<file path="config.mk">
export PLATFORM = sky130hd
export DESIGN_NAME = bnn_seq_classifier
export DESIGN_NICKNAME = d
export VERILOG_FILES = /design/src/rtl/bnn_pkg.sv /design/src/rtl/bnn_neuron_lane.sv /design/src/rtl/bnn_seq_classifier.sv
export SDC_FILE = /design/constraint.sdc
export NUM_CORES = 1
export LEC_CHECK = 0
export ABC_CLOCK_PERIOD_IN_PS = 11980
export CORE_MARGIN = 4
export CORE_UTILIZATION = 40
export CTS_CLUSTER_SIZE = 8
export DETAILED_ROUTE_END_ITERATION = 12
export DONT_BUFFER_PORTS = 1
export HOLD_SLACK_MARGIN = 0.06
export PLACE_DENSITY_LB_ADDON = 0.1
export SYNTH_ARGS = -nofsm -noshare
export SYNTH_HDL_FRONTEND = slang
export SYNTH_SLANG_ARGS = --single-unit
</file>
<file path="constraint.sdc">
create_clock -name clk -period 11.98 [get_ports clk]
set_input_delay 2.396 -clock clk [delete_from_list [all_inputs] [get_ports clk]]
set_output_delay 2.396 -clock clk [all_outputs]
set_load 0.005 [all_outputs]
</file>
<file path="src/rtl/bnn_pkg.sv">
// Shared definitions for the sequential BNN classifier: FSM state encoding
// and width helpers used by the top level and the neuron lane.
package bnn_pkg;

  typedef enum logic [1:0] {
    ST_IDLE   = 2'd0,
    ST_HIDDEN = 2'd1,
    ST_ARGMAX = 2'd2,
    ST_DONE   = 2'd3
  } bnn_state_e;

  // Signed +/-feature sum: one sign bit on top of the worst-case magnitude.
  function automatic int sum_bits(input int feat_cnt, input int feat_bits);
    return feat_bits + $clog2(feat_cnt) + 1;
  endfunction

  // Unsigned class score, counts 0..hidden_cnt.
  function automatic int score_bits(input int hidden_cnt);
    return $clog2(hidden_cnt + 1);
  endfunction

  // Index into n items, never narrower than one bit.
  function automatic int idx_bits(input int n);
    return (n > 1) ? $clog2(n) : 1;
  endfunction

endpackage

</file>
<file path="src/rtl/bnn_neuron_lane.sv">
// One binary hidden neuron: signed sum of +/-features selected by a weight
// row, fired when the sum is non-negative (a sum of exactly zero fires).
module bnn_neuron_lane
  import bnn_pkg::*;
#(
  parameter int FEAT_CNT  = 16,
  parameter int FEAT_BITS = 4
) (
  input  logic [FEAT_CNT*FEAT_BITS-1:0] features,
  input  logic [FEAT_CNT-1:0]           weights,
  output logic                          fire
);

  localparam int SUM_W = sum_bits(FEAT_CNT, FEAT_BITS);

  logic signed [SUM_W-1:0] sum;

  // Accumulate each feature with the sign its weight bit selects.
  always_comb begin
    sum = '0;
    for (int f = 0; f < FEAT_CNT; f++) begin
      if (weights[f]) sum = sum + SUM_W'(features[f*FEAT_BITS +: FEAT_BITS]);
      else            sum = sum - SUM_W'(features[f*FEAT_BITS +: FEAT_BITS]);
    end
    fire = ~sum[SUM_W-1];
  end

endmodule

</file>
<file path="src/rtl/bnn_seq_classifier.sv">
// Sequential BNN classifier: LANES hidden neurons per cycle feed XNOR-popcount
// class scores, then a one-class-per-cycle argmax picks the winner.
// Optional feature macro BNN_SCORE_TAP_EN adds the max_score output.
//
// Handshake: a transfer happens on a rising edge where valid && ready are both
// high; valid holds its data until then, and ready never depends on valid.
module bnn_seq_classifier
  import bnn_pkg::*;
#(
  parameter int FEAT_CNT   = 16,
  parameter int FEAT_BITS  = 4,
  parameter int HIDDEN_CNT = 40,
  parameter int CLASS_CNT  = 10,
  parameter int LANES      = 4,
  parameter logic [HIDDEN_CNT*FEAT_CNT-1:0]  W0 = '0,
  parameter logic [CLASS_CNT*HIDDEN_CNT-1:0] W1 = '0
) (
  input  logic                              clk,
  input  logic                              rst_n,
  input  logic                              in_valid,
  output logic                              in_ready,
  input  logic [FEAT_CNT*FEAT_BITS-1:0]     features,
  output logic                              out_valid,
  input  logic                              out_ready,
  output logic [idx_bits(CLASS_CNT)-1:0]    prediction
`ifdef BNN_SCORE_TAP_EN
  ,
  output logic [score_bits(HIDDEN_CNT)-1:0] max_score
`endif
);

  localparam int NB    = (HIDDEN_CNT + LANES - 1) / LANES;
  localparam int CNT_W = idx_bits(NB);
  localparam int ROWS  = 2 ** CNT_W;
  localparam int SC_W  = score_bits(HIDDEN_CNT);
  localparam int IDX_W = idx_bits(CLASS_CNT);

  bnn_state_e                    state;
  logic [FEAT_CNT*FEAT_BITS-1:0] feat_q;
  logic [CNT_W-1:0]              chunk_cnt;
  logic [IDX_W-1:0]              cls_cnt;
  logic [SC_W-1:0]               scores [CLASS_CNT];
  logic [SC_W-1:0]               best_score;
  logic [IDX_W-1:0]              best_idx;

  logic [LANES-1:0]                 lane_fire;
  logic [LANES-1:0]                 lane_live;
  logic [LANES-1:0][CLASS_CNT-1:0]  lane_cls;
  logic [SC_W-1:0]                  inc [CLASS_CNT];
  logic                             take;
  logic [SC_W-1:0]                  nxt_score;
  logic [IDX_W-1:0]                 nxt_idx;

  // Per lane, a constant table over chunks holds the W0 row, the W1 column
  // and a live flag; the chunk counter picks the current entry. Padding
  // lanes past HIDDEN_CNT are marked dead and contribute nothing.
  for (genvar l = 0; l < LANES; l++) begin : g_lane
    logic [ROWS-1:0][FEAT_CNT-1:0]  rows;
    logic [ROWS-1:0][CLASS_CNT-1:0] cols;
    logic [ROWS-1:0]                live;

    for (genvar k = 0; k < ROWS; k++) begin : g_row
      localparam int H = k * LANES + l;
      if (H < HIDDEN_CNT) begin : g_real
        assign rows[k] = W0[H*FEAT_CNT +: FEAT_CNT];
        assign live[k] = 1'b1;
        for (genvar c = 0; c < CLASS_CNT; c++) begin : g_col
          assign cols[k][c] = W1[c*HIDDEN_CNT + H];
        end
      end else begin : g_pad
        assign rows[k] = '0;
        assign live[k] = 1'b0;
        assign cols[k] = '0;
      end
    end

    bnn_neuron_lane #(
      .FEAT_CNT (FEAT_CNT),
      .FEAT_BITS(FEAT_BITS)
    ) u_lane (
      .features(feat_q),
      .weights (rows[chunk_cnt]),
      .fire    (lane_fire[l])
    );

    assign lane_live[l] = live[chunk_cnt];
    assign lane_cls[l]  = cols[chunk_cnt];
  end

  // Per-class XNOR popcount over the live lanes of the current chunk.
  always_comb begin
    for (int c = 0; c < CLASS_CNT; c++) begin
      inc[c] = '0;
      for (int l = 0; l < LANES; l++) begin
        if (lane_live[l] && (lane_cls[l][c] == lane_fire[l])) inc[c] = inc[c] + SC_W'(1);
      end
    end
  end

  // Argmax step: strict greater-than keeps the lowest index on ties.
  always_comb begin
    take      = scores[cls_cnt] > best_score;
    nxt_score = take ? scores[cls_cnt] : best_score;
    nxt_idx   = take ? cls_cnt : best_idx;
  end

  // Control FSM with registered handshake outputs, scores and result.
  always_ff @(posedge clk or negedge rst_n) begin
    if (!rst_n) begin
      state      <= ST_IDLE;
      in_ready   <= 1'b1;
      out_valid  <= 1'b0;
      prediction <= '0;
      feat_q     <= '0;
      chunk_cnt  <= '0;
      cls_cnt    <= '0;
      best_score <= '0;
      best_idx   <= '0;
      for (int c = 0; c < CLASS_CNT; c++) scores[c] <= '0;
`ifdef BNN_SCORE_TAP_EN
      max_score  <= '0;
`endif
    end else begin
      case (state)
        ST_IDLE: begin
          if (in_valid && in_ready) begin
            feat_q    <= features;
            chunk_cnt <= '0;
            for (int c = 0; c < CLASS_CNT; c++) scores[c] <= '0;
            in_ready  <= 1'b0;
            state     <= ST_HIDDEN;
          end else if (!in_ready) begin
            // First IDLE cycle after a result handoff: ready rises one cycle late.
            in_ready <= 1'b1;
          end
        end
        ST_HIDDEN: begin
          for (int c = 0; c < CLASS_CNT; c++) scores[c] <= scores[c] + inc[c];
          if (chunk_cnt == CNT_W'(NB - 1)) begin
            chunk_cnt  <= '0;
            cls_cnt    <= '0;
            best_score <= '0;
            best_idx   <= '0;
            state      <= ST_ARGMAX;
          end else begin
            chunk_cnt <= chunk_cnt + CNT_W'(1);
          end
        end
        ST_ARGMAX: begin
          best_score <= nxt_score;
          best_idx   <= nxt_idx;
          if (cls_cnt == IDX_W'(CLASS_CNT - 1)) begin
            prediction <= nxt_idx;
`ifdef BNN_SCORE_TAP_EN
            max_score  <= nxt_score;
`endif
            out_valid  <= 1'b1;
            state      <= ST_DONE;
          end else begin
            cls_cnt <= cls_cnt + IDX_W'(1);
          end
        end
        ST_DONE: begin
          if (out_ready) begin
            out_valid <= 1'b0;
            state     <= ST_IDLE;
          end
        end
        default: state <= ST_IDLE;
      endcase
    end
  end

endmodule

</file>
; ---- After elaboration in Yosys (flattened, before gate mapping)
; Memory sizes are Yosys's and may differ from the RTL's.
; Index checks and enable logic that the tools add are counted.
[word_totals]
regBits = 150
romBits = 432
input_bits = 68
out_inout_bits = 6
elab_cells = 228
mem_count = 3
[memory_table]
columns = memory, depth, word_bits, rd, rd_ports_with_merged_regs, wr, line_no
row1 = (name not given), 16, 16, 1, 0, 0, bnn_seq_classifier.sv:82  ; .weights (rows[chunk_cnt]),
row2 = (name not given), 16, 10, 1, 0, 0, bnn_seq_classifier.sv:87  ; assign lane_cls[l] = cols[chunk_cnt];
row3 = (name not given), 16, 1, 1, 0, 0, bnn_seq_classifier.sv:86  ; assign lane_live[l] = live[chunk_cnt];
[op_classes]
n_addsub = 73
order_cmp = 3
n_eq_ne = 21
muxes = 84
n_bitwise = 2
n_reduce_logical = 23
[op_table]
columns = op, count
row1 = two-way mux 6 bit, 34
row2 = adder 6 x 1 -> 6 bit (second input constant), 30
row3 = two-way mux 9 bit, 16
row4 = adder 9 x 4 -> 9 bit, 15
row5 = subtractor 9 x 4 -> 9 bit, 15
row6 = one-hot mux 60 bit (2 select lines), 1
row7 = adder 6 bit, 10
row8 = two-way mux 60 bit, 1
row9 = binary-select mux 6 bit (select 4 bit), 1
row10 = one-hot mux 4 bit (2 select lines), 3
row11 = two-way mux 4 bit, 5
row12 = two-way mux 16 bit, 1
row13 = two-way mux 1 bit, 14
row14 = inequality test 2 bit (second input constant), 6
row15 = one-hot mux 6 bit (2 select lines), 1
row16 = logical AND 1 bit, 11
row17 = equality test 1 bit, 10
row18 = two-way mux 10 bit, 1
row19 = AND reduction 3 bit, 3
row20 = adder 4 x 1 -> 4 bit (second input constant), 2
row21 = equality test 4 bit (second input constant), 2
row22 = two-way mux 2 bit, 4
row23 = one-hot mux 2 bit (4 select lines), 1
row24 = AND reduction 2 bit, 4
row25 = other kinds (12), 15

; ---- Logic depth before layout (Yosys ltp)
; Gate-level depths: netlist of the first run.
[depth]
depth_word = 45
mapped_depth = 55
ltp_nobuf = 55

; ---- Cells and area by module
; A second synthesis of the first run with hierarchy kept.
[unflattened]
hier_cells = 3580
hier_area_um2 = 30979.7
[modules_own_cells]
columns = module, n_inst, cells_per_inst, area_per_inst_um2, seq_area_each_um2
row1 = bnn_neuron_lane (g_lane[1].u_lane ...), 2, 716, 5704.2, 0.0
row2 = bnn_seq_classifier, 1, 722, 8284.2, 3754.9
row3 = bnn_neuron_lane (g_lane[2].u_lane), 1, 713, 5644.2, 0.0
row4 = bnn_neuron_lane (g_lane[0].u_lane), 1, 713, 5642.9, 0.0

; ---- Least setup slack after synthesis of the first run
; OpenSTA, ideal clock, no wires.
[synth_path]
kind = flip-flop to flip-flop
startpoint = register feat_q[0]
endpoint = register scores[39] (netlist name)
setup_time_ps = 121
arrival_time_ps = 10541
required_time_ps = 11859
slack_ps = 1318
path_stages_with_launch = 34
n_path_buf = 0
synth_period_minus_slack_ps = 10662
cell_sequence = dfrtp_1 -> inv_1 -> ha_1 -> inv_1 -> fa_1 -> fa_1 -> fa_1 -> fa_1 -> fa_1 -> fa_1 -> fa_1 -> fa_1 -> fa_1 -> fa_1 -> fa_1 -> fa_1 -> fa_1 -> fa_1 -> inv_1 -> ha_1 -> a21boi_0 -> o21ai_0 -> nand2b_1 -> a21oi_1 -> inv_1 -> o21ai_0 -> a2bb2oi_1 -> mux2i_1 -> o211ai_1 -> mux2i_1 -> mux2i_1 -> ha_1 -> ha_1 -> a22o_1
[synth_via]
elab_chain_cells = 44
word_cells_on_any_way = 59
cone_classes = add/sub: 35 / eq/ne: 1 / mux: 21 / bitwise: 1 / reduce/logical: 1
[synth_rtl]
columns = item, line_no
row1 = from (decl), bnn_seq_classifier.sv:39  ; logic [FEAT_CNT*FEAT_BITS-1:0] feat_q;
row2 = from (signal assigned), bnn_seq_classifier.sv:127  ; feat_q <= features;
row3 = subtractor 1 x 4 -> 5 bit, bnn_neuron_lane.sv:23  ; else sum = sum - SUM_W'(features[f*FEAT_BITS +: FEAT_BITS]);
row4 = two-way mux 9 bit (*), bnn_neuron_lane.sv:22  ; if (weights[f]) sum = sum + SUM_W'(features[f*FEAT_BITS +: FEAT_BITS]);
row5 = subtractor 9 x 4 -> 9 bit or adder 9 x 4 -> 9 bit (tied branches), "bnn_neuron_lane.sv:23, bnn_neuron_lane.sv:22"
row6 = two-way mux 9 bit (*), bnn_neuron_lane.sv:22
row7 = subtractor 9 x 4 -> 9 bit or adder 9 x 4 -> 9 bit (tied branches), "bnn_neuron_lane.sv:23, bnn_neuron_lane.sv:22"
row8 = two-way mux 9 bit (*), bnn_neuron_lane.sv:22
row9 = subtractor 9 x 4 -> 9 bit or adder 9 x 4 -> 9 bit (tied branches), "bnn_neuron_lane.sv:23, bnn_neuron_lane.sv:22"
row10 = two-way mux 9 bit (*), bnn_neuron_lane.sv:22
row11 = [28 not listed], -
row12 = adder 6 x 1 -> 6 bit, bnn_seq_classifier.sv:95  ; if (lane_live[l] && (lane_cls[l][c] == lane_fire[l])) inc[c] = inc[c] + SC_W'(1);
row13 = two-way mux 6 bit, bnn_seq_classifier.sv:95
row14 = adder 6 x 1 -> 6 bit, bnn_seq_classifier.sv:95
row15 = two-way mux 6 bit, bnn_seq_classifier.sv:95
row16 = adder 6 x 1 -> 6 bit, bnn_seq_classifier.sv:95
row17 = two-way mux 6 bit (*), bnn_seq_classifier.sv:95
row18 = adder 6 bit (*), bnn_seq_classifier.sv:138  ; for (int c = 0; c < CLASS_CNT; c++) scores[c] <= scores[c] + inc[c];
row19 = one-hot mux 60 bit (2 select lines) (*), bnn_seq_classifier.sv:124  ; case (state)
row20 = to (decl), bnn_seq_classifier.sv:42  ; logic [SC_W-1:0] scores [CLASS_CNT];
; Every way passes the cells marked *; elsewhere a longest branch is shown, timed or not.
; A chain may end at the register's enable or synchronous reset.

; ---- Worst setup path after layout of the first run
[layout_path]
startpoint = register feat_q[0]
endpoint = register scores[21] (netlist name)
; The elaborated chain is that of the path after synthesis.

==> results list, run 1 <==
* Status: finished, final reports clean
- Final critical-path required period: approximately 11,000 ps
* Clock transition at the registers of the reported paths: about 70 ps
- Largest buffer count on any clock path: 2
- First-pass GRT wire length: about 38,000 µm
- Post-Layout Cell Count: around 1,400
* CP dominant cell by count: sky130_fd_sc_hd__ha_1
* I/O pins: 74
- Sinks on the clock net: 150
- The die is 170 µm wide.
- The synthesized design contains 0 enable-type register cells.
- Antenna Nets Post-Route: 0
* Cell at the root of the clock tree: sky130_fd_sc_hd__clkbuf_16
- Number of buffers added to fix hold violations after cts: 0
* Antenna violations before repair: 0
- Port-buffer cells: 0
- Counting tap cells, the placed design contains a total of 1,321 instances.
- Counting the buffers created by CTS gives 17.
- For the worst setup path, the data required time is about 12,000 ps.
- Core footprint: between 20,000 and 30,000 µm²
* Largest net degree at the start of global routing: 151
- The number of different library cells used by synthesis comes to 70.
- Aggregate global-route resource usage: 16.1%
- Final Instance Area: roughly 11,000 µm²
- At the later pin of the worst-skew pair, clock insertion delay measures approximately 430 ps.
- Syn Inst Count: 1,014
* Die outline area: about 29,000 µm²
* DRC violation count after routing: 0
* Slowest cell on crit path: sky130_fd_sc_hd__fa_1
* Type of the most critical hold path: register to register
* Final hold violation count: 0
- Yosys printed 0 warnings.
* Placement-stage worst setup slack: roughly 840 ps
- Maximum clock skew at final layout: 12.4 ps
- TritonCTS built the clock tree.
- Netlist Area Pre-Place: roughly 10,000 µm²
- Number of core rows: 58
- The worst setup path is of the register to register kind.
- In this run the cell area measured after placement is 10,800 µm².
* Overall routed net length: ~22,000 µm
* Proportion of synthesized flip-flops having asynchronous set or reset: 100%
- Cells fill 45.1% of the core in the end.
- Global route overflow: 0
* CP Max Fanout: 6
* Max_slew headroom: 34.5%
- STA classifies the critical path endpoint as a register.
- The pre-antenna-repair detailed-routing pass consisted of 4 iterations.
* Share of the clock period used by the worst path: approximately 93%
- Violation count after the first detailed-routing iteration: around 360
* Area leader, netlist: sky130_fd_sc_hd__dfrtp_1
* Most frequent cell after synthesis: sky130_fd_sc_hd__dfrtp_1
- Y dimension of the die: between 150 and 200 µm
* Number of global-route vias before repair: 7,349
- Placer congestion estimate: 0.745
- Setup violations remaining at the end of the flow were counted as 0.
- By area the synthesized netlist is led by sky130_fd_sc_hd__dfrtp_1 (36%), sky130_fd_sc_hd__ha_1 (11%), sky130_fd_sc_hd__mux2_2 (7.6%).
- In the final layout, the share of cells above drive strength 1 is roughly 15%.
* Pin slew with the least headroom to its limit: 983 ps
* Final setup margin: around 790 ps
* Area growth from synthesis to layout: 9.76%
- Data on the critical path arrives at its endpoint at roughly 12,000 ps.
- Drt wl/cell: 16.4 µm
- The share of synthesized area in the top cell type comes to 35.6%.
- Via Count: 7,168
* Detailed placer's ending HPWL: 16,300 µm
- The number of nets in the synthesized netlist is around 1,200.
- CTS built an H-tree with a depth of 4.
* Nets@finish: about 1,200
- Max-capacitance violation count: 0
* Antenna diode count: 0
* Crit path launch type: register
* Slew Limit Fails: 0
- Sequential element share of the synthesized area: 35.8%
* Via density: around 5.3
- Once the floorplan was initialized, standard cells occupied between 40% and 50% of the core.
* Most frequently used flop master after synthesis: sky130_fd_sc_hd__dfrtp_1
- Counting flops and latches in the post-synthesis netlist gives 150.
* Largest stage delay on the critical path: ~550 ps
- In the synthesized netlist, the cells that appear most often are sky130_fd_sc_hd__dfrtp_1 (149), sky130_fd_sc_hd__ha_1 (96), sky130_fd_sc_hd__inv_1 (86), sky130_fd_sc_hd__mux2_2 (71).
- Maximum operating frequency: between 80 and 90 MHz
- A synthesized cell averages roughly 10 µm².
[flip-flops by register name, indices dropped and copies added (netlist names)]
register    flops
chunk_cnt       4
state           2
cls_cnt         4
best_score      6
out_valid       1
scores         60
in_ready        1
feat_q         64
best_idx        4
prediction      4
[placed cells by master, fill, tap and decap left out, types with 9 or more instances in the layout]
cell type and n:
sky130_fd_sc_hd__a21oi_1 36, sky130_fd_sc_hd__a22o_1 45, sky130_fd_sc_hd__buf_4 10, sky130_fd_sc_hd__clkbuf_16 17, sky130_fd_sc_hd__dfrtp_1 149, sky130_fd_sc_hd__fa_1 14
sky130_fd_sc_hd__ha_1 94, sky130_fd_sc_hd__inv_1 86, sky130_fd_sc_hd__mux2_2 71, sky130_fd_sc_hd__mux2i_1 12, sky130_fd_sc_hd__mux4_2 12, sky130_fd_sc_hd__nand2_1 46
sky130_fd_sc_hd__nand2b_1 22, sky130_fd_sc_hd__nand3_1 19, sky130_fd_sc_hd__nand4_1 17, sky130_fd_sc_hd__nor2_1 52, sky130_fd_sc_hd__nor2b_1 54, sky130_fd_sc_hd__nor3_1 9
sky130_fd_sc_hd__o21a_1 10, sky130_fd_sc_hd__o21ai_0 40, sky130_fd_sc_hd__xnor2_1 35, sky130_fd_sc_hd__xor2_1 34
[cells by family after synthesis]
family,Yosys count,share of synthesized area (%)
xor gates and xnor gates,79,7.49
buffers and inverters,117,4.19
and+or+nand+nor,258,12.9
DFF,150,35.8
muxes,97,11.6
adders and majority gates,111,14.2
AOI/OAI and AO/OA,202,13.7
[worst max-delay path, delay by kind of cell (launching register included)]
family                     cells  cell delay [ps]
AOI/OAI and AO/OA             15             1860
and+or+nand+nor                3              330
DFF                            1              360
buffers and inverters          5              500
muxes                          3              750
adders and majority gates     18             5660
xor gates and xnor gates       9             1590
[layout make-up]
class	instances	area (µm²)
fill	2417	14000
clock buffer	17	425
multi-input combinational	747	6350
clock inverter	15	138
timing repair buffer	12	91.3
inverter	87	327
sequential	150	3750
tap	330	413
[worst paths after layout]
| kind | from | end | slack, ps | cells after the start |
|---|---|---|---|---|
| max reg2reg | feat_q[0] | scores[21] | 790 | 53 |
| min in group asynchronous | rst_n | scores[41] | 1670 | 0 |
| max | feat_q[0] | scores[21] | 790 | 53 |
| min reg2reg | scores[36] | scores[36] | 500 | 1 |
| max in group asynchronous | rst_n | in_ready | 9900 | 0 |
| min | scores[36] | scores[36] | 500 | 1 |
[through the flow]
step,setup TNS (ps),hold WS (ps)
after CTS,0,502
after floorplan,0,458
after detailed placement,0,483
after global placement,0,478
final,0,498
after global routing,-37.7,509
[what timing repair did]
action / 4_1_cts / 5_1_grt
gates resized for setup: 0 / 14
setup endpoints to repair: 0 / 40
buffers inserted: 0 / 4
[metal layers]
layer	vias to the layer above	part of all wire (%)	GRT usage, %	routed length [µm]
li1	3596	-	-	-
met1	3491	48	22.4	10700
met2	73	49	26.5	10800
met3	8	2.8	3.14	617
met4	0	0.70	3.26	156
met5	-	0	0	0
Power of run 1 is left out: the tool's default activity adds up to more than one toggle a clock period on the data nets, which glitch-free logic cannot reach.
==> run 2, diff against run 1 <==
--- a/config.mk
+++ b/config.mk
@@ -6,6 +6,7 @@
 export NUM_CORES = 1
 export LEC_CHECK = 0
 export ABC_CLOCK_PERIOD_IN_PS = 11980
+export CAP_MARGIN = 10
 export CORE_MARGIN = 4
 export CORE_UTILIZATION = 40
 export CTS_CLUSTER_SIZE = 8
==> results of run 2 <==
The final DEF is identical to that of run 1; final timing and power are the same.
Power of run 2 is left out for the same reason.
